## src/rtl/xm23_pkg.sv

```systemverilog
// Shared types and constants for the XM23 instruction-fetch path.
package xm23_pkg;

  typedef enum logic [2:0] {
    ST_IDLE  = 3'd0,
    ST_ADDR  = 3'd1,
    ST_MEM   = 3'd2,
    ST_ISSUE = 3'd3,
    ST_HALT  = 3'd4,
    ST_FAULT = 3'd5
  } fetch_state_t;

  // Memory control: [0] enable, [1] R/W (0 = read), [2] byte (1) / word (0)
  localparam logic [2:0]  CTRL_RD_WORD = 3'b001;
  localparam logic [2:0]  CTRL_IDLE    = 3'b000;

  localparam logic [15:0] PC_STEP      = 16'd2;

endpackage

```

## src/rtl/xm23_fetch_unit.sv

```systemverilog
// XM23 instruction-fetch sequencer: PC, MAR/CTRL word reads, IR capture,
// decoder handshake, run/step mode, sleep and breakpoint handling.
module xm23_fetch_unit
  import xm23_pkg::*;
#(
  parameter logic [15:0] RESET_PC = 16'h0000,
  parameter int unsigned MEM_LAT  = 1
) (
  input  logic        Clock,
  input  logic        Reset_n,
  input  logic        Run,
  input  logic        Step,
  input  logic        Slp,
  input  logic [15:0] Bkpnt,
  input  logic        Bkpnt_en,
  input  logic [15:0] Pc_in,
  input  logic        Pc_load,
  input  logic        Exec_done,
  input  logic [15:0] Mdr,
  output logic [15:0] Mar,
  output logic [2:0]  Ctrl,
  output logic [15:0] Instr,
  output logic        Instr_valid,
  output logic [15:0] Pc,
  output logic        Halted,
  output logic        Fault
);

  localparam int unsigned CNT_W = $clog2(MEM_LAT + 1) + 1;

  fetch_state_t     state, state_d;
  logic [CNT_W-1:0] cnt, cnt_d;
  logic             step_pend, step_pend_d;
  logic             bp_skip, bp_skip_d;
  logic [15:0]      mar_d, instr_d, pc_d;
  logic [2:0]       ctrl_d;
  logic             instr_valid_d, halted_d, fault_d;

  // State and registered outputs
  always_ff @(posedge Clock or negedge Reset_n) begin
    if (!Reset_n) begin
      state       <= ST_IDLE;
      cnt         <= '0;
      step_pend   <= 1'b0;
      bp_skip     <= 1'b0;
      Mar         <= 16'h0000;
      Ctrl        <= CTRL_IDLE;
      Instr       <= 16'h0000;
      Instr_valid <= 1'b0;
      Pc          <= RESET_PC;
      Halted      <= 1'b0;
      Fault       <= 1'b0;
    end else begin
      state       <= state_d;
      cnt         <= cnt_d;
      step_pend   <= step_pend_d;
      bp_skip     <= bp_skip_d;
      Mar         <= mar_d;
      Ctrl        <= ctrl_d;
      Instr       <= instr_d;
      Instr_valid <= instr_valid_d;
      Pc          <= pc_d;
      Halted      <= halted_d;
      Fault       <= fault_d;
    end
  end

  // Next-state and next-output logic
  always_comb begin
    state_d       = state;
    cnt_d         = cnt;
    step_pend_d   = step_pend;
    bp_skip_d     = bp_skip;
    mar_d         = Mar;
    ctrl_d        = Ctrl;
    instr_d       = Instr;
    instr_valid_d = Instr_valid;
    pc_d          = Pc;
    halted_d      = Halted;
    fault_d       = Fault;

    // A step request is latched until the fetch it starts leaves IDLE
    if (Step && !Run && (state != ST_HALT)) begin
      step_pend_d = 1'b1;
    end

    case (state)
      ST_IDLE: begin
        // A PC load wins over starting a fetch from the stale PC
        if (Pc_load) begin
          pc_d = Pc_in;
        end else if (!Slp && (Run || step_pend)) begin
          if (Bkpnt_en && (Pc == Bkpnt) && !bp_skip) begin
            state_d  = ST_HALT;
            halted_d = 1'b1;
          end else if (Pc[0]) begin
            state_d = ST_FAULT;
            fault_d = 1'b1;
          end else begin
            state_d     = ST_ADDR;
            mar_d       = Pc;
            ctrl_d      = CTRL_RD_WORD;
            step_pend_d = 1'b0;
            bp_skip_d   = 1'b0;
          end
        end
      end

      ST_ADDR: begin
        ctrl_d  = CTRL_IDLE;
        cnt_d   = CNT_W'(MEM_LAT);
        state_d = ST_MEM;
      end

      ST_MEM: begin
        if (cnt == CNT_W'(1)) begin
          instr_d       = Mdr;
          pc_d          = Pc + PC_STEP;
          instr_valid_d = 1'b1;
          state_d       = ST_ISSUE;
        end else begin
          cnt_d = cnt - CNT_W'(1);
        end
      end

      ST_ISSUE: begin
        if (Exec_done) begin
          instr_valid_d = 1'b0;
          state_d       = ST_IDLE;
          if (Pc_load) begin
            pc_d = Pc_in;
          end
        end
      end

      ST_HALT: begin
        if (Pc_load) begin
          pc_d = Pc_in;
        end
        if (Step) begin
          bp_skip_d   = 1'b1;
          step_pend_d = 1'b1;
          halted_d    = 1'b0;
          state_d     = ST_IDLE;
        end else if (!Bkpnt_en || Pc_load) begin
          halted_d = 1'b0;
          state_d  = ST_IDLE;
        end
      end

      ST_FAULT: begin
        if (Pc_load) begin
          fault_d = 1'b0;
          pc_d    = Pc_in;
          state_d = ST_IDLE;
        end
      end

      default: begin
        state_d = ST_IDLE;
      end
    endcase
  end

endmodule

```

## config.mk

```make
export PLATFORM = sky130hd
export DESIGN_NAME = xm23_fetch_unit
export DESIGN_NICKNAME = d
export VERILOG_FILES = /design/src/rtl/xm23_pkg.sv /design/src/rtl/xm23_fetch_unit.sv
export SDC_FILE = /design/constraint.sdc
export NUM_CORES = 1
export LEC_CHECK = 0
export CAP_MARGIN = 5
export CORE_AREA = 5 5 88 90
export CTS_CLUSTER_DIAMETER = 120
export CTS_CLUSTER_SIZE = 24
export DETAILED_ROUTE_END_ITERATION = 8
export DIE_AREA = 0 0 93 95
export PLACE_DENSITY = 0.79
export SLEW_MARGIN = 30
export SYNTH_ARGS = -nofsm -noshare
export SYNTH_HDL_FRONTEND = slang
export SYNTH_SLANG_ARGS = --single-unit
```

## constraint.sdc

```tcl
create_clock -name Clock -period 2.1 [get_ports Clock]
set_input_delay 0.42 -clock Clock [delete_from_list [all_inputs] [get_ports Clock]]
set_output_delay 0.42 -clock Clock [all_outputs]
set_load 0.01 [all_outputs]
```

### Yosys cells after proc, flatten, opt, wreduce, memory -nomap -nowiden

Index checks and enable logic that the tools add are counted.

* output and inout bits: 54
* logic and storage cells: 114
* register bits: 60

* add/subtract/negate cells: 2
* equality and inequality tests: 20
* multiplexer cells: 49
* bitwise logic cells: 3
* reductions and logical operators: 29

Operators with widths (number)
* 16-bit two-way mux: 3
* 16-bit case mux with 3 select lines: 1
* 3-bit two-way mux: 13
* 1-bit two-way mux: 23
* 2-bit != test, second input constant: 11
* 3-bit case mux with 6 select lines: 1
* 6-bit AND reduction: 3
* 16-bit by 2-bit adder with 16-bit output, second input constant: 1
* 16-bit equality test: 1
* 5-bit AND reduction: 3
* 1-bit case mux with 2 select lines: 5
* 2-bit nonzero test: 5
* 3-bit by 2-bit equality test with 1-bit output, second input constant: 2
* 3-bit equality test, second input constant: 2
* 3-bit != test, second input constant: 2
* 3-bit case mux with 2 select lines: 1
* 3-bit AND reduction: 2
* 1-bit logical AND: 5
* 1-bit zero test: 4
* 2-bit case mux with 2 select lines: 1
* 2-bit AND reduction: 2
* 3-bit by 1-bit equality test with 1-bit output, second input constant: 1
* 3-bit zero test: 1
* 1-bit inverter: 3
* other kinds (6): 7

### Logic depth before layout (Yosys ltp)

* depth after elaboration: 9
* mapped depth: 8
* mapped depth without buffers: 7

### Least setup slack after synthesis

Ideal clock, no wire load.

* path kind: reg-to-reg
* from: reg Pc[11]
* to: reg Mar[10]
* path slack: 156 ps
* cell stages (with the launch flop): 7
* arrival: 1819 ps
* cells stage by stage: dfrtp_1 xor2_1 nor4_2 nand3_2 o21ai_4 buf_12 mux2_4

* word-level cells in the longest chain between the ends: 5

Ends and longest elaborated chain
* start, declared: line xm23_fetch_unit.sv:24 `output logic [15:0] Pc,`
* start signal, assigned: line xm23_fetch_unit.sv:62 `Pc <= pc_d;`
* 16-bit equality test: line xm23_fetch_unit.sv:93 `if (Bkpnt_en && (Pc == Bkpnt) && !bp_skip) begin`
* 1-bit logical AND (2 in a row): line xm23_fetch_unit.sv:93
* 1-bit inverter (no source line)
* 5-bit AND reduction (no source line)
* end signal, assigned: line xm23_fetch_unit.sv:58 `Mar <= mar_d;`
* end, declared: line xm23_fetch_unit.sv:20 `output logic [15:0] Mar,`

Every way passes these cells.
A chain may end at the register's enable or synchronous reset.

### Worst setup path after layout

* from: in Bkpnt[11]
* to: reg Mar[3]

* word-level cells in the longest chain between the ends: 5

Ends and longest elaborated chain
* start, declared: line xm23_fetch_unit.sv:14 `input logic [15:0] Bkpnt,`
* 16-bit equality test: line xm23_fetch_unit.sv:93
* 1-bit logical AND (2 in a row): line xm23_fetch_unit.sv:93
* 1-bit inverter (no source line)
* 5-bit AND reduction (no source line)

Every way passes these cells.

==> results.json <==
{
  "tightest_slew_ns": 0.603,
  "startpoint_type": "primary input",
  "pwr-share-seq": 0.287,
  "hold_path_class": "in -> async",
  "area_growth_pct": 51.0,
  "r2r_end": "Pc[15]",
  "sw_frac_of_total": 0.382,
  "synth_seq_cells": 58,
  "via_per_inst": 5.29,
  "dr.pass1.iters": 4,
  "nets": 472,
  "io_buffers": 106,
  "clockRootBuffer": "clkbuf_8",
  "synthCells": 282,
  "rsz0062_at_grt": "false",
  "cts.repair.resized": 0,
  "vias": 2652,
  "clkSinkCount": 58,
  "fin_crit_sh": 0.936,
  "finalPower_mw": 7.08,
  "ant_nets": 0,
  "p_leak_nw": 1.90,
  "status": "finished clean",
  "grt_start_max_net_pins": 36,
  "yosys-top-cells-area": "dfrtp_1 48%, mux2_2 9.8%, a21oi_1 5.0%",
  "peakVddDrop_mv": 0.891,
  "slew_violations": 0,
  "wl_per_cell_microns": 17.1,
  "p_switching_mw": 2.70,
  "max_freq_ghz": 0.509,
  "initial_core_util": 0.429,
  "grtUsageTotal": 0.202,
  "dieArea_sq_um": 8840,
  "yosys_warnings": 0,
  "synth_top_area_cell": "dfrtp_1",
  "synth_area_sq_um": 2990,
  "seq_area_frac_synth": 0.485,
  "clk_pin_slew_ns": 0.07,
  "reg2reg_depth": 6,
  "fin_hold_ws_ns": 0.0408,
  "fp.coreArea_sq_um": 6980,
  "ios": 110,
  "drtIter0Drc": 152,
  "antenna_cells": 0,
  "die_w_microns": 93,
  "synth.distinct_cells": 49,
  "cts_tree": "built",
  "crit_arrival_ns": 2.20,
  "p_comb_frac": 0.562,
  "cp.required_ns": 2.34,
  "p_clk_frac": 0.150,
  "row_count": 31,
  "holdBufCountCts": 0,
  "r2r_start": "Pc[2]",
  "cts_inserted_buffers": 9,
  "drive_above_1_share": 0.212,
  "clock_latency_ns": 0.35,
  "grt_pass1_vias": 2780,
  "p_int_mw": 4.37,
  "endpoint": "Mar[3]",
  "period_minus_slack_ns": 1.97,
  "finalHoldViolCount": 0,
  "worstSetupPathType": "in -> reg",
  "startpoint": "Bkpnt[11]",
  "routabilityCongestion": 0.848,
  "cts_max_level": 3,
  "dieHeight_microns": 95,
  "cp_max_fo": 8,
  "cp-end-kind": "flip-flop",
  "layout_commonest_cell": "clkdlybuf4s50_1",
  "max_cap_viol_count": 0,
  "layout.cells.most_common_list": "105 x clkdlybuf4s50_1, 58 x dfrtp_1, 30 x a21oi_1",
  "antenna_found_initial": 0,
  "skew_ns": 0.00768,
  "p_per_area_nw_per_um2": 1570,
  "cts_max_path_buffers": 2,
  "drt-total-wl_microns": 8560,
  "regToRegSetupSlack_ns": 0.18,
  "fin_tns_setup_ns": 0,
  "hpwl_microns": 6590,
  "nFillCells": 562,
  "postSynthAreaPerCell_sq_um": 10.6,
  "maxSlewHeadroom": 0.598,
  "drc": 0,
  "postCtsSetupRepairBufs": 0,
  "grt_overflow": 0,
  "synth_top_area_frac": 0.485,
  "setup_viol": 0,
  "grt_pass1_wl_microns": 13800
}
==> worst min-delay path by stage <==
stage	startpoint	end	slack (ns)	cells after the start
2_1_floorplan	Reset_n	Ctrl[0]	0.12	0
3_3_place_gp	Reset_n	Instr[7]	0.41	1
3_5_place_dp	Reset_n	Instr[7]	0.43	1
4_1_cts	Reset_n	Instr[7]	0.05	1
5_1_grt	Reset_n	Instr[3]	0.07	1
6_report	Reset_n	Instr[7]	0.04	1
==> registers in the layout (all words and copies together), names as in the netlist, 2 cells and up <==
name,flops
cnt,2
state,3
Instr,16
Pc,16
Mar,15
==> cell type report <==
cell class	count	area, sq um	share of cell area
clock inverters	6	66.3	0.0147
flip-flops and latches	58	1450	0.321
repair buffers	136	1310	0.289
inverters	5	18.8	0.00415
clock buffers	10	138	0.0305
multi-input cells	204	1440	0.318
well taps	82	103	0.0227
==> synth_stat cells, drive strengths merged <==
library cell and number:
and3 2, o2111ai 1, and2 1, nor2b 2, xor2 16, conb 1
a32oi 1, buf 9, and4 1, ha 2, o211ai 1, dfrtp 58
a31oi 1, a2bb2oi 3, a21o 1, nand4 1, clkbuf 8, mux2 33
nor4 4, nor3b 2, nor3 5, xnor2 2, a22o 1, inv 5
o2bb2ai 2, o22ai 4, o21a 1, nor2 10, o31ai 2, o31a 1
nand2b 4, nand3 12, o21ai 25, mux2i 1, a21oi 30, or3 3
nand3b 1, nand2 24, nand4b 1
==> worst max-delay path: stages <==
cell             delay (ns)
clkdlybuf4s50_1        0.44
xor2_1                 0.17
nor4_2                 0.30
nand3_2                0.15
o21ai_4                0.16
buf_4                  0.20
mux2_2                 0.35
==> power by group through the flow <==
| stage | sequential, mW | clock, mW | combinational, mW |
|---|---|---|---|
| global route | 2.11 | 1.13 | 4.33 |
| detailed placement | 2.05 | 0 | 3.98 |
| global placement | 2.02 | 0 | 3.87 |
| floorplan | 2.28 | 0 | 1.81 |
| finish | 2.03 | 1.06 | 3.98 |
| CTS | 2.03 | 1.07 | 4.01 |
==> kinds of logic after synthesis <==
logic type | Yosys count | synth area share
other | 1 | 0.00125
buffers and inverters | 22 | 0.0401
adder cells (fa/ha/maj) | 2 | 0.00836
multiplexers | 34 | 0.136
flip-flops | 58 | 0.485
AND/OR/NAND/NOR | 73 | 0.131
XOR/XNOR | 18 | 0.0527
AO/OA/AOI/OAI | 74 | 0.145
==> metrics by stage <==
stage	util	setup slack (ns)	cell area [sq um]	instances
global placement	0.618	-0.197	4320	485
finish	0.647	0.134	4520	501
CTS	0.647	0.139	4520	501
detailed placement	0.618	-0.222	4320	485
floorplan	-	0.156	3000	284
global route	0.647	0.0181	4520	501
==> layer usage <==
layer / wire length [microns] / track usage
met1: 3590 / 0.262
met2: 4320 / 0.331
met3: 460 / 0.0462
met4: 188 / 0.0769
met5: 0 / 0
Note: power is estimated with default switching activity, not from simulation.
